--- config.mk ---
export PLATFORM = sky130hd
export DESIGN_NAME = rr_arb_16
export DESIGN_NICKNAME = d
export VERILOG_FILES = /design/src/rtl/rr_arb_16_pkg.sv /design/src/rtl/rr_arb_16_prio_enc.sv /design/src/rtl/rr_arb_16.sv
export SDC_FILE = /design/constraint.sdc
export NUM_CORES = 1
export LEC_CHECK = 0
export CAP_MARGIN = 20
export CORE_UTILIZATION = 40
export DETAILED_ROUTE_END_ITERATION = 10
export GPL_ROUTABILITY_DRIVEN = 0
export PLACE_DENSITY = 0.72
export SLEW_MARGIN = 40
export SYNTH_ARGS = -nofsm -noshare
export SYNTH_HDL_FRONTEND = slang
export SYNTH_SLANG_ARGS = --single-unit
--- constraint.sdc ---
create_clock -name clk -period 5.26 [get_ports clk]
set_input_delay 0.789 -clock clk [delete_from_list [all_inputs] [get_ports clk]]
set_output_delay 0.789 -clock clk [all_outputs]
set_load 0.1 [all_outputs]
--- src/rtl/rr_arb_16_pkg.sv ---
// Shared types and constants for the 16-requester round-robin arbiter.
package rr_arb_16_pkg;

  localparam int unsigned N_REQ = 16;
  localparam int unsigned IDX_W = 4;

  typedef enum logic {
    IDLE  = 1'b0,
    GRANT = 1'b1
  } arb_state_e;

endpackage

--- src/rtl/rr_arb_16_prio_enc.sv ---
// Lowest-set-bit finder over a 16-bit vector.
module prio_enc_16
  import rr_arb_16_pkg::*;
(
  input  logic [N_REQ-1:0] vec,
  output logic [IDX_W-1:0] idx,
  output logic             vld
);

  always_comb begin
    idx = '0;
    // Scan high to low so the lowest set bit is written last and wins.
    for (int unsigned i = N_REQ; i > 0; i--) begin
      if (vec[i-1]) idx = IDX_W'(i - 1);
    end
    vld = |vec;
  end

endmodule

--- src/rtl/rr_arb_16.sv ---
// Round-robin arbiter: one-hot grant held until ack, request drop or watchdog expiry.
module rr_arb_16
  import rr_arb_16_pkg::*;
#(
  parameter int unsigned TIMEOUT = 255,
  parameter int unsigned CNT_W   = 8
) (
  input  logic             clk,
  input  logic             rst_n,
  input  logic [N_REQ-1:0] req,
  input  logic             ack,
  output logic [N_REQ-1:0] grant,
  output logic [IDX_W-1:0] grant_idx,
  output logic             grant_vld,
  output logic             timeout
);

  localparam bit               WD_EN   = (TIMEOUT != 0);
  localparam logic [CNT_W-1:0] TO_LAST = CNT_W'(TIMEOUT - 1);

  arb_state_e       state_q, state_d;
  logic [N_REQ-1:0] grant_q, grant_d;
  logic [IDX_W-1:0] grant_idx_q, grant_idx_d;
  logic [IDX_W-1:0] last_idx_q, last_idx_d;
  logic             grant_vld_q, grant_vld_d;
  logic             timeout_q, timeout_d;
  logic [CNT_W-1:0] cnt_q, cnt_d;

  logic [N_REQ-1:0] above;
  logic [N_REQ-1:0] upper;
  logic [IDX_W-1:0] upper_idx, req_idx, winner;
  logic             upper_vld, req_vld;

  always_comb begin
    above = '0;
    for (int unsigned i = 0; i < N_REQ; i++) begin
      above[i] = (IDX_W'(i) > last_idx_q);
    end
  end

  assign upper = req & above;

  prio_enc_16 u_enc_upper (
    .vec (upper),
    .idx (upper_idx),
    .vld (upper_vld)
  );

  prio_enc_16 u_enc_req (
    .vec (req),
    .idx (req_idx),
    .vld (req_vld)
  );

  assign winner = upper_vld ? upper_idx : req_idx;

  always_comb begin
    state_d     = state_q;
    grant_d     = grant_q;
    grant_idx_d = grant_idx_q;
    last_idx_d  = last_idx_q;
    grant_vld_d = grant_vld_q;
    timeout_d   = 1'b0;
    cnt_d       = cnt_q;
    unique case (state_q)
      IDLE: begin
        grant_d     = '0;
        grant_vld_d = 1'b0;
        if (req_vld) begin
          grant_d     = N_REQ'(1) << winner;
          grant_idx_d = winner;
          grant_vld_d = 1'b1;
          cnt_d       = '0;
          state_d     = GRANT;
        end
      end
      GRANT: begin
        // Release priority: ack, then requester withdrawal, then watchdog.
        if (ack || !req[grant_idx_q] || (WD_EN && cnt_q == TO_LAST)) begin
          grant_d     = '0;
          grant_vld_d = 1'b0;
          last_idx_d  = grant_idx_q;
          state_d     = IDLE;
          timeout_d   = !ack && req[grant_idx_q];
        end else begin
          cnt_d = cnt_q + 1'b1;
        end
      end
      default: state_d = IDLE;
    endcase
  end

  always_ff @(posedge clk) begin
    if (!rst_n) begin
      state_q     <= IDLE;
      grant_q     <= '0;
      grant_idx_q <= '0;
      last_idx_q  <= IDX_W'(N_REQ - 1);
      grant_vld_q <= 1'b0;
      timeout_q   <= 1'b0;
      cnt_q       <= '0;
    end else begin
      state_q     <= state_d;
      grant_q     <= grant_d;
      grant_idx_q <= grant_idx_d;
      last_idx_q  <= last_idx_d;
      grant_vld_q <= grant_vld_d;
      timeout_q   <= timeout_d;
      cnt_q       <= cnt_d;
    end
  end

  assign grant     = grant_q;
  assign grant_idx = grant_idx_q;
  assign grant_vld = grant_vld_q;
  assign timeout   = timeout_q;

endmodule

Word-level counts from Yosys, hierarchy flattened:

Index checks and enable logic that the tools add are counted.

* reduce and logical (&&, ||, !) cells: 11
* muxes and demuxes: 46
* eq/ne operators: 4
* magnitude comparators: 17
* $add $sub $neg: 1
* shift-type cells: 1
* bitwise logic cells: 2

Operators with widths (count)
* $mux 4: 33
* $gt 4x4->1 const A: 8
* $mux 16: 2
* $pmux 16 s2: 1
* $reduce_or 16->1: 2
* $and 16x16->16: 1
* $gt 3x4->1 const A: 4
* $mux 8: 2
* $pmux 8 s2: 1
* $shl 1x4->16 const A: 1
* $add 8x1->8 const B: 1
* $eq 8x8->1 const B: 1
* $gt 1x4->1 const A: 2
* $gt 2x4->1 const A: 2
* $reduce_and 2->1: 3
* $lt 4x5->1 const B: 1
* $bmux 1 s4: 1
* $mux 1: 4
* $ne 2x2->1 const B: 2
* $pmux 1 s2: 2
* $reduce_and 3->1: 1
* $logic_not 1->1: 2
* $logic_or 1x1->1: 2
* $ne 2x1->1 const B: 1
* other kinds (2): 2

* flip-flop bits (word level): 35
* output and inout port bits: 22
* logic and storage cells: 89

Logic depth before layout (Yosys ltp):

Gate-level depths: netlist of the first run.

* word-level depth: 22
* mapped depth: 10
* depth with buffers taken out: 7

By module:

From an unflattened synthesis of the first run, not the netlist that was laid out.

* cells, all modules: 298
* area total of the unflattened synthesis: 2298.5 um2

Modules (own cells, without submodules)
* rr_arb_16: cells an instance 230, area each 1945.6 um2, instances 1
* prio_enc_16: cells an instance 34, area each 176.4 um2, instances 2

Worst setup path after synthesis of the first run:

OpenSTA, ideal clock, no wires.

* kind: flip-flop to flip-flop
* start: register grant_idx_q[0], in the netlist grant_idx[0]
* end: register grant_q[11], in the netlist grant[11]
* buffers on the path: 4
* setup slack: 2161 ps
* stages on the path, launching flop included: 11
* required time: 5118 ps
* arrival time: 2958 ps
* cells stage by stage: dfxtp_1 > buf_6 > mux4_1 > mux4_2 > and3b_1 > buf_6 > nor2b_4 > buf_6 > buf_8 > nand2_1 > o31ai_1

* cells in the longest elaborated chain, start to end: 6

Ends and longest elaborated chain
* from (decl): line rr_arb_16.sv:23 `logic [IDX_W-1:0] grant_idx_q, grant_idx_d;`
* from (signal assigned): line rr_arb_16.sv:105 `grant_idx_q <= grant_idx_d;`
* $bmux 1 s4: line rr_arb_16.sv:79 `if (ack || !req[grant_idx_q] || (WD_EN && cnt_q == TO_LAST)) begin`
* $mux 1 (not written as such): line rr_arb_16.sv:79
* $logic_not 1->1: line rr_arb_16.sv:79
* $logic_or 1x1->1 (2 in a row): line rr_arb_16.sv:79
* $ne 2x1->1 (no source line)
* to (signal assigned): line rr_arb_16.sv:104 `grant_q <= grant_d;`
* to (decl): line rr_arb_16.sv:22 `logic [N_REQ-1:0] grant_q, grant_d;`

Every way passes these cells. The select of a mux whose other input is x is not followed.
A chain may end at the register's enable or synchronous reset.

Final worst setup path of the first run:

* start: input req[11]
* end: register grant_q[15], in the netlist grant[15]

* cells in the longest elaborated chain, start to end: 17
* elaborated cells on any way between the ends: 37

Ends and longest elaborated chain
* from (decl): line rr_arb_16.sv:10 `input logic [N_REQ-1:0] req,`
* $and 16x16->16: line rr_arb_16.sv:41 `assign upper = req & above;`
* $mux 4 (12 in a row): line rr_arb_16_prio_enc.sv:14 `if (vec[i-1]) idx = IDX_W'(i - 1);`
* $mux 4: line rr_arb_16.sv:55 `assign winner = upper_vld ? upper_idx : req_idx;`
* $shl 1x4->16: line rr_arb_16.sv:70 `grant_d = N_REQ'(1) << winner;`
* $mux 16: line rr_arb_16.sv:69 `if (req_vld) begin`
* $pmux 16 s2: line rr_arb_16.sv:65 `unique case (state_q)`

Several ways; a longest one is shown, not always the timed one. The select of a mux whose other input is x is not followed.

==> results.yml, run 1 <==
outcome:
  run_status: "completed"
worst_setup_path:
  cp-start-kind: "input pin"
  crit_path_max_fanout: 9
  cp.required_ns: 5.45
  cp-end-kind: "flop"
  critPathArrivalTime_ns: 3.29
  crit_type: "input pin to flop"
timing:
  whs_ns: 0.4432
  relSlewSlack_pct: 49.57
  tightest_slew_ns: 0.7565
  finalSetupTns_ns: 0
  period_needed_ns: 3.103
  max_freq_ghz: 0.3223
  number_of_slew_limit_violations_in_the_final_report: 0
  fin_ws_ns: 2.157
  finalClockSkew_ns: 0.005280
  timing.final.setup_violations: 0
  final_clock_period_utilization_by_the_worst_path_pct: 58.99
  finalHoldViolations: 0
  setup_repair_after_global_routing_missed_its_margin: "no"
job:
  maxCapViolCount: 0
global_route:
  grt_usage_pct: 20.17
  grt_start_max_net_pins: 19
  vias_in_the_first_global_route: 1964
  initial_antenna_violation_count: 0
  overflow: 0
  grt_pass1_wl_um: 9432
clock_tree:
  clk_pin_slew_worst_paths_ns: 0.06
  cts_buffers: 5
  worstSkewPairLatency_ns: 0.28
  cts_root_buf: "clkbuf_8"
  cts-htree-levels: 2
  cts_hold_repair.buffers: 0
  post_cts_setup_repair_bufs: 0
  cts-root-to-sink-buffers: 2
  clock_tree_from_tritoncts: "done"
  cts_resized: 0
  clock_sinks: 35
placement:
  dpl_worst_slack_ns: 1.899
  place.port_buffers: 40
  place.detailed.hpwl_um: 4075
yosys:
  dominantRegCellSynth: "dfxtp_1"
  postSynthCellCount: 264
  mappedNetlistNets: 285
  synth.yosys.warnings: 0
  avgSynthCellArea_um2: 8.308
  synth_seq_area_share_pct: 31.95
  area_of_the_mapped_netlist_um2: 2193
  ys_ff_latch: 35
  count_of_flip_flops_with_a_built_in_enable_after_synthesis: 0
  post_synth_num_cell_types: 55
  share_of_flip_flops_with_an_asynchronous_set_or_reset_after_synthesis_pct: 0
floorplanning:
  num_rows: 26
  io_pins: 41
  initial_core_util_pct: 42.14
  dieWidth_um: 76.05
  die_h_um: 76.05
  area_of_the_core_um2: 5205
  design.die.area_um2: 5784
power_and_ir_drop:
  ir_drop_v: 0.0001569
  leakagePower_uw: 0.0009880
  power-per-cell-area_nw_per_um2: 363.1
finish:
  areaGrowthSynthToFinish_pct: 17.28
  num_antenna_cells: 0
  finish.net_count: 316
  share_of_cells_above_drive_strength_1_pct: 12.84
routing:
  finalWirelength_um: 5590
  drc: 0
  routed_via_density: 5.792
  count_of_tritonroute_iterations_in_the_first_routing_pass: 4
  antenna_viol_nets_final: 0
  avgRoutedWirePerCell_um: 15.27
  dr_total_vias: 2120
  drtIter0Drc: 118
hold_path:
  min-delay-path-class: "flop to flop"
[layout make-up]
cell class | count | area (µm²)
Timing Repair Buffer | 40 | 290.3
Clock buffer | 8 | 100.1
Fill cell | 503 | 2633
Multi-Input combinational cell | 204 | 1360
Inverter | 9 | 33.78
Tap cell | 70 | 87.58
Sequential cell | 35 | 700.7
[cell usage in the layout, fill, tap and decap left out, types with 3 or more instances in the layout]
cell type,Yosys,routed
a211o_1,3,3
a21boi_0,4,4
nand2b_1,5,5
xor2_1,5,5
inv_1,9,9
o22ai_1,3,3
or4_1,4,4
o221ai_1,3,3
o31ai_1,21,21
a21o_1,4,4
o21ai_0,7,7
clkdlybuf4s50_1,0,18
or3_1,3,3
nand3_1,6,6
buf_2,4,22
dfxtp_1,35,35
a31oi_1,4,4
nand2_1,34,34
a22o_1,3,3
o211ai_1,5,5
mux2i_1,3,3
nand4_1,6,6
a21oi_1,13,13
and2_1,4,4
clkbuf_8,0,7
nor2_1,20,20
mux4_2,4,4
nor2b_1,8,8
[worst max-delay path, stage by stage]
cell and delay [ns]:
clkdlybuf4s50_1 0.58, nor2_1 0.10, a221oi_1 0.37, o221ai_1 0.19
a2111oi_0 0.56, a22oi_1 0.39, o31ai_1 0.32
[state kept, by name (all words and copies together), names as in the netlist]
register / count
grant: 16
cnt_q: 8
grant_idx: 4
last_idx_q: 4
grant_vld: 1
state_q: 1
timeout: 1
[kinds of logic after synthesis]
family | after synthesis | share of synthesized area, %
and+or+nand+nor | 104 | 24.24
AOI/OAI and AO/OA | 85 | 27.95
DFF | 35 | 31.95
buffers and inverters | 25 | 6.046
muxes | 8 | 6.675
xor gates and xnor gates | 5 | 1.996
adders and majority gates | 2 | 1.141
[stage by stage]
| stage | instances | utilization (%) | power [µW] | area [µm²] |
|---|---|---|---|---|
| floorplan | 264 | - | 646.5 | 2193 |
| global placement | 358 | 49.62 | 739.4 | 2582 |
| detailed placement | 358 | 47.50 | 727.1 | 2472 |
| CTS | 366 | 49.42 | 938.4 | 2572 |
| global route | 366 | 49.42 | 985.8 | 2572 |
| finish | 366 | 49.42 | 934.0 | 2572 |
[where the power goes]
| part | internal (µW) | total, µW | switching (µW) |
|---|---|---|---|
| sequential | 289 | 334 | 44.2 |
| clock | 119 | 209 | 89.9 |
| combinational | 115 | 391 | 276 |
| total | 524 | 934 | 410 |
[synth_stat cells, drive strengths merged (4+ instances only)]
library cell | number | area (µm²)
a21oi | 13 | 65.06
nand4 | 6 | 37.54
o31ai | 21 | 157.7
mux4 | 5 | 116.4
or4 | 4 | 30.03
dfxtp | 35 | 700.7
nor2b | 10 | 72.57
xor2 | 5 | 43.79
a21boi | 4 | 30.03
a21o | 4 | 30.03
o21ai | 7 | 35.03
nand2b | 5 | 31.28
inv | 9 | 33.78
nand3 | 6 | 30.03
nor2 | 20 | 75.07
nand2 | 34 | 127.6
clkbuf | 7 | 26.28
buf | 9 | 72.56
o211ai | 5 | 37.54
a31oi | 4 | 25.02
and2 | 4 | 25.02
[worst paths after layout]
path,startpoint,to,slack (ns),cells after the start
setup reg to reg,last_idx_q[3],grant[15],2.55,6
hold reg to reg,grant[12],grant[12],0.44,2
hold / removal,grant[12],grant[12],0.44,2
setup / recovery,req[11],grant[15],2.16,7
[metal layers]
layer	vias to the layer above	GRT usage [%]	share of wire, %
met5	-	0	0
met4	0	8.846	1.7
met3	8	3.832	6.4
met2	77	31.36	46
met1	985	27.23	46
li1	1050	-	-
Power figures use the tool's default switching activity.
==> run 2: changes to the inputs <==
PLACE_DENSITY = 0.74   (was 0.72)
clock period = 2.5 ns   (was 5.26 ns; I/O delays follow)
==> run 2 against run 1 <==
Effect of this change: die area did not move; global-route usage rose by 1.7 points; sequential power rose by 110%; critical path type unchanged; critical endpoint is now cnt_q[0].
==> results.yml, run 2 (synthesized netlist as in run 1, its figures left out) <==
floorplanning:
  design.die.area_um2: 5784
  die_h_um: 76.05
  num_rows: 26
  io_pins: 41
  dieWidth_um: 76.05
  initial_core_util_pct: 42.14
  area_of_the_core_um2: 5205
timing:
  max_freq_ghz: 0.4096
  final_clock_period_utilization_by_the_worst_path_pct: 97.65
  relSlewSlack_pct: 65.11
  period_needed_ns: 2.441
  finalHoldViolations: 0
  finalClockSkew_ns: 0.004883
  timing.final.setup_violations: 0
  tightest_slew_ns: 0.5215
  number_of_slew_limit_violations_in_the_final_report: 0
  finalSetupTns_ns: 0
placement:
  dp_cells: 409
  place.detailed.hpwl_um: 4685
  dpl_cell_area_um2: 2932
  place.port_buffers: 40
global_route:
  initial_antenna_violation_count: 0
  grt_usage_pct: 21.86
  overflow: 0
  met2_usage_pct: 35.45
  grt_most_used_layer: "met2"
  grt_start_max_net_pins: 18
  groute.layer.met3.usage_pct: 4.192
  grt_pass1_wl_um: 10410
  vias_in_the_first_global_route: 2200
  globalRouteMet1Util_pct: 29.28
hold_path:
  min-delay-path-class: "flop to flop"
clock_tree:
  clock_sinks: 35
  clk_pin_slew_worst_paths_ns: 0.07
  worstSkewPairLatency_ns: 0.28
  cts_hold_repair.buffers: 0
  cts_buffers: 5
  cts_root_buf: "clkbuf_8"
  cts-htree-levels: 2
  cts-root-to-sink-buffers: 2
  clock_tree_from_tritoncts: "done"
worst_setup_path:
  critPathArrivalTime_ns: 2.62
  kind_of_cell_adding_the_most_delay_to_the_critical_path: "multiplexers"
  timing.critical_path.mode_cell: "mux4_2"
  path_cells: "clkdlybuf4s50_1 > mux4_2 > mux4_2 > and3b_2 > nor2b_4 > a22o_1"
  crit_type: "input pin to flop"
  crit_path_max_fanout: 17
  cp-end-kind: "flop"
  cp.required_ns: 2.67
  wp_buf_inv: 1
  cpMaxStageDelayCell: "mux4_2"
  cpPeakStageDelay_ns: 0.51
  cp-start-kind: "input pin"
finish:
  finish.net_count: 368
  areaGrowthSynthToFinish_pct: 42.96
  largest_register_ffs: 16
  num_antenna_cells: 0
  layout_commonest_cell: "buf_4"
  fillerInstances: 442
  mostFrequentLayoutCells: "buf_4 (74), dfxtp_1 (33), nand2_1 (26)"
  finish.cell_count_without_fillers: 418
  share_of_cells_above_drive_strength_1_pct: 33.05
  finish.instance_area_um2: 3136
power_and_ir_drop:
  report.power.total_uw: 2144
  power-per-cell-area_nw_per_um2: 683.7
  ir_drop_v: 0.0004557
  leakagePower_uw: 0.001320
routing:
  count_of_tritonroute_iterations_in_the_first_routing_pass: 4
  finalWirelength_um: 6378
  drtIter0Drc: 137
  avgRoutedWirePerCell_um: 15.26
  routed_via_density: 5.715
  dr_total_vias: 2389
  antenna_viol_nets_final: 0
  drc: 0
outcome:
  run_status: "completed"
job:
  maxCapViolCount: 0
## run 2: cell count changes in the layout (fill, tap and decap cells not counted), moves of 3 or more
cell             change
buf_4               +74
or4_4                +4
or4_1                -4
nand2_2              +8
o31ai_2              +3
o31ai_1              -3
clkdlybuf4s50_1      -7
dlymetal6s2s_1       +7
buf_2               -22
nand2_1              -8
## run 2: final timing paths
| path | from | endpoint | slack, ns | cells after the start |
|---|---|---|---|---|
| max | req[6] | cnt_q[0] | 0.06 | 6 |
| min | grant[12] | grant[12] | 0.46 | 2 |
| max reg2reg | grant_idx[0] | cnt_q[0] | 0.15 | 5 |
| min reg2reg | grant[12] | grant[12] | 0.46 | 2 |
## run 2: layout make-up
type / instances / area [µm²] / share of cell area, %
clock buffers: 7 / 76.32 / 2.434
clock inverters: 1 / 5.005 / 0.1596
inverters: 9 / 33.78 / 1.077
multi-input cells: 204 / 1471 / 46.93
flip-flops and latches: 35 / 708.2 / 22.59
well taps: 70 / 87.58 / 2.793
repair buffers: 92 / 753.2 / 24.02
## run 2: through the flow
step / hold WS [ns] / utilization, % / setup WS (ns)
final: 0.4601 / 60.24 / 0.05884
after global routing: 0.4885 / 60.24 / -0.01710
after CTS: 0.4615 / 58.49 / 0.004388
after detailed placement: 0.4449 / 56.32 / -0.3455
after global placement: 0.4367 / 56.32 / -0.3235
after floorplan: 0.4517 / - / -0.08759
## run 2: layer usage
| metal | up-vias | routed length, µm |
|---|---|---|
| li1 | 1160 | - |
| met1 | 1154 | 3029 |
| met2 | 65 | 2991 |
| met3 | 10 | 244 |
| met4 | 0 | 113 |
| met5 | - | 0 |
## run 2: worst register-to-register path, delay by kind of cell (launching register included)
| kind | cells | cell delay (ns) |
|---|---|---|
| AOI/OAI and AO/OA | 1 | 0.25 |
| muxes | 2 | 1.05 |
| DFF | 1 | 0.43 |
| and+or+nand+nor | 2 | 0.51 |
## run 2: what timing repair did
item	CTS	global route
buffers inserted	0	1
pin swaps	0	5
endpoints found under the setup margin	11	22
resized for setup	6	23
## run 2: where the power goes
part / internal (µW) / total (µW) / switching [µW] / leakage, µW
registers: 612 / 686 / 73.4 / 0.000286
logic: 400 / 1070 / 665 / 0.000992
clock network: 195 / 393 / 197 / 0.0000422
total: 1210 / 2140 / 936 / 0.00132
==> run 3: changes to the inputs <==
CORE_ASPECT_RATIO = 0.8   (was unset)
SLEW_MARGIN = 25   (was 40)
==> run 3 against run 2 <==
Effect of this change: the run now ends with design-rule violations left; worst setup slack lost 0.029 ns; total power is 5.0% higher; count of clock-buffer cells in the layout is 2 lower; register-to-register slack about the same; critical path type unchanged; largest power group unchanged.
==> results.yml, run 3 (synthesized netlist as in run 1, its figures left out) <==
worst_setup_path:
  worstRegToRegCells: 7
  cp-start-kind: "input pin"
  crit_type: "input pin to flop"
  setup.reg_to_reg.worst_slack_ns: 0.16
  worstReg2RegStart: "grant_idx[0]"
  rr_endpoint: "cnt_q[1]"
  cp-end-kind: "flop"
  critPathArrivalTime_ns: 2.67
  cp.required_ns: 2.70
  crit_path_max_fanout: 8
finish:
  final-seq-area_um2: 708.2
  finish.cell_count_without_fillers: 408
  fillerInstances: 459
  layout_commonest_cell: "buf_4"
  share_of_cells_above_drive_strength_1_pct: 30.92
  areaGrowthSynthToFinish_pct: 40.50
  finish.net_count: 366
  mostFrequentLayoutCells: "buf_4 (71), dfxtp_1 (33), nand2_1 (27)"
  area_of_combinational_cells_with_multiple_inputs_um2: 1416
  num_antenna_cells: 0
  largest_register_ffs: 16
clock_tree:
  cts-root-to-sink-buffers: 2
  cts_buffers: 5
  cts-htree-levels: 2
  clock_tree_from_tritoncts: "done"
  clock_sinks: 35
  cts_root_buf: "clkbuf_8"
  cts_hold_repair.buffers: 0
  post_cts_setup_repair_bufs: 0
  worstSkewPairLatency_ns: 0.29
  clk_pin_slew_worst_paths_ns: 0.07
power_and_ir_drop:
  power-per-cell-area_nw_per_um2: 730.4
  ir_drop_v: 0.0004974
  leakagePower_uw: 0.001257
floorplanning:
  initial_core_util_pct: 42.58
  dieWidth_um: 84.79
  die_h_um: 68.23
  design.die.area_um2: 5785
  num_rows: 23
  io_pins: 41
  area_of_the_core_um2: 5151
routing:
  routed_via_density: 5.865
  dr_total_vias: 2393
  finalWirelength_um: 6515
  avgRoutedWirePerCell_um: 15.97
  antenna_viol_nets_final: 0
  drtIter0Drc: 215
  count_of_tritonroute_iterations_in_the_first_routing_pass: 8
  drc: 4
hold_path:
  hold_start: "grant[0]"
  min-delay-path-class: "flop to flop"
  number_of_cells_on_the_worst_hold_path: 2
  min_to: "grant[0]"
timing:
  finalHoldViolations: 0
  timing.final.setup_violations: 0
  period_needed_ns: 2.470
  number_of_slew_limit_violations_in_the_final_report: 0
  finalClockSkew_ns: 0.005002
  relSlewSlack_pct: 69.07
  final_clock_period_utilization_by_the_worst_path_pct: 98.81
  tightest_slew_ns: 0.4630
  finalSetupTns_ns: 0
  max_freq_ghz: 0.4048
global_route:
  grt_usage_pct: 23.39
  vias_in_the_first_global_route: 2217
  grt_pass1_wl_um: 10450
  overflow: 0
  initial_antenna_violation_count: 0
  grt_start_max_net_pins: 18
placement:
  place.detailed.hpwl_um: 5005
  place.port_buffers: 40
  dp_cells: 400
outcome:
  run_status: "complete, but fails checks"
  violations_in_the_final_reports: "design-rule violations"
job:
  maxCapViolCount: 0
==> run 3: cell count changes in the layout (fill, tap and decap cells not counted), sizes merged <==
cell | before | now
dlymetal6s2s | 7 | 0
bufinv | 0 | 1
buf | 74 | 72
clkdlybuf4s50 | 11 | 18
clkinv | 1 | 2
clkbuf | 7 | 5
==> run 3: worst max-delay path, stage by stage <==
cell             delay (ns)
clkdlybuf4s50_1        0.50
mux4_2                 0.50
mux4_2                 0.50
and3b_2                0.31
buf_4                  0.17
nand2_1                0.13
nand4_1                0.11
o31ai_1                0.07
==> run 3: power by group <==
part           total, µW  switching (µW)  internal, µW
sequential           679            67.5           612
combinational       1060             665           396
clock                510             214           297
total               2250             946          1300
==> run 3: per-stage QoR <==
step	hold slack [ns]	worst slack, ns	cell area [µm²]	utilization (%)	power [µW]
2_1_floorplan	0.4517	-0.08759	2215	-	1367
3_3_place_gp	0.4364	-0.2373	2927	56.81	1701
3_5_place_dp	0.4490	-0.2944	2927	56.81	1713
4_1_cts	0.4669	0.002162	3039	59.00	2222
5_1_grt	0.4768	-0.02152	3082	59.83	2345
6_report	0.4597	0.02966	3082	59.83	2251
==> run 3: what timing repair did <==
action | CTS | global route
setup endpoints to repair | 0 | 20
endpoints found under the hold margin | 0 | 0
resized for setup | 0 | 11
==> run 3: final cells by class <==
| class | count | share of cell area [%] |
|---|---|---|
| Clock inverter | 3 | 1.421 |
| Timing Repair Buffer | 90 | 23.79 |
| Tap cell | 62 | 2.517 |
| Multi-Input combinational cell | 204 | 45.96 |
| Sequential cell | 35 | 22.98 |
| Clock buffer | 5 | 2.233 |
| Inverter | 9 | 1.096 |
==> run 3: worst max path at each step <==
stage,from,endpoint
after floorplan,grant_idx[0],grant[0]
after global placement,req[6],last_idx_q[1]
after detailed placement,req[11],grant[7]
after CTS,req[11],grant_idx[0]
after global routing,req[3],grant_idx[0]
final,req[10],cnt_q[1]
==> run 3: metal layers <==
metal | track usage, % | routed length, µm | vias to the layer above
met4 | 6.780 | 127 | 0
met1 | 33.36 | 3098 | 1111
met5 | 0 | 0 | -
met2 | 36.08 | 2752 | 108
li1 | - | - | 1159
met3 | 4.584 | 538 | 15
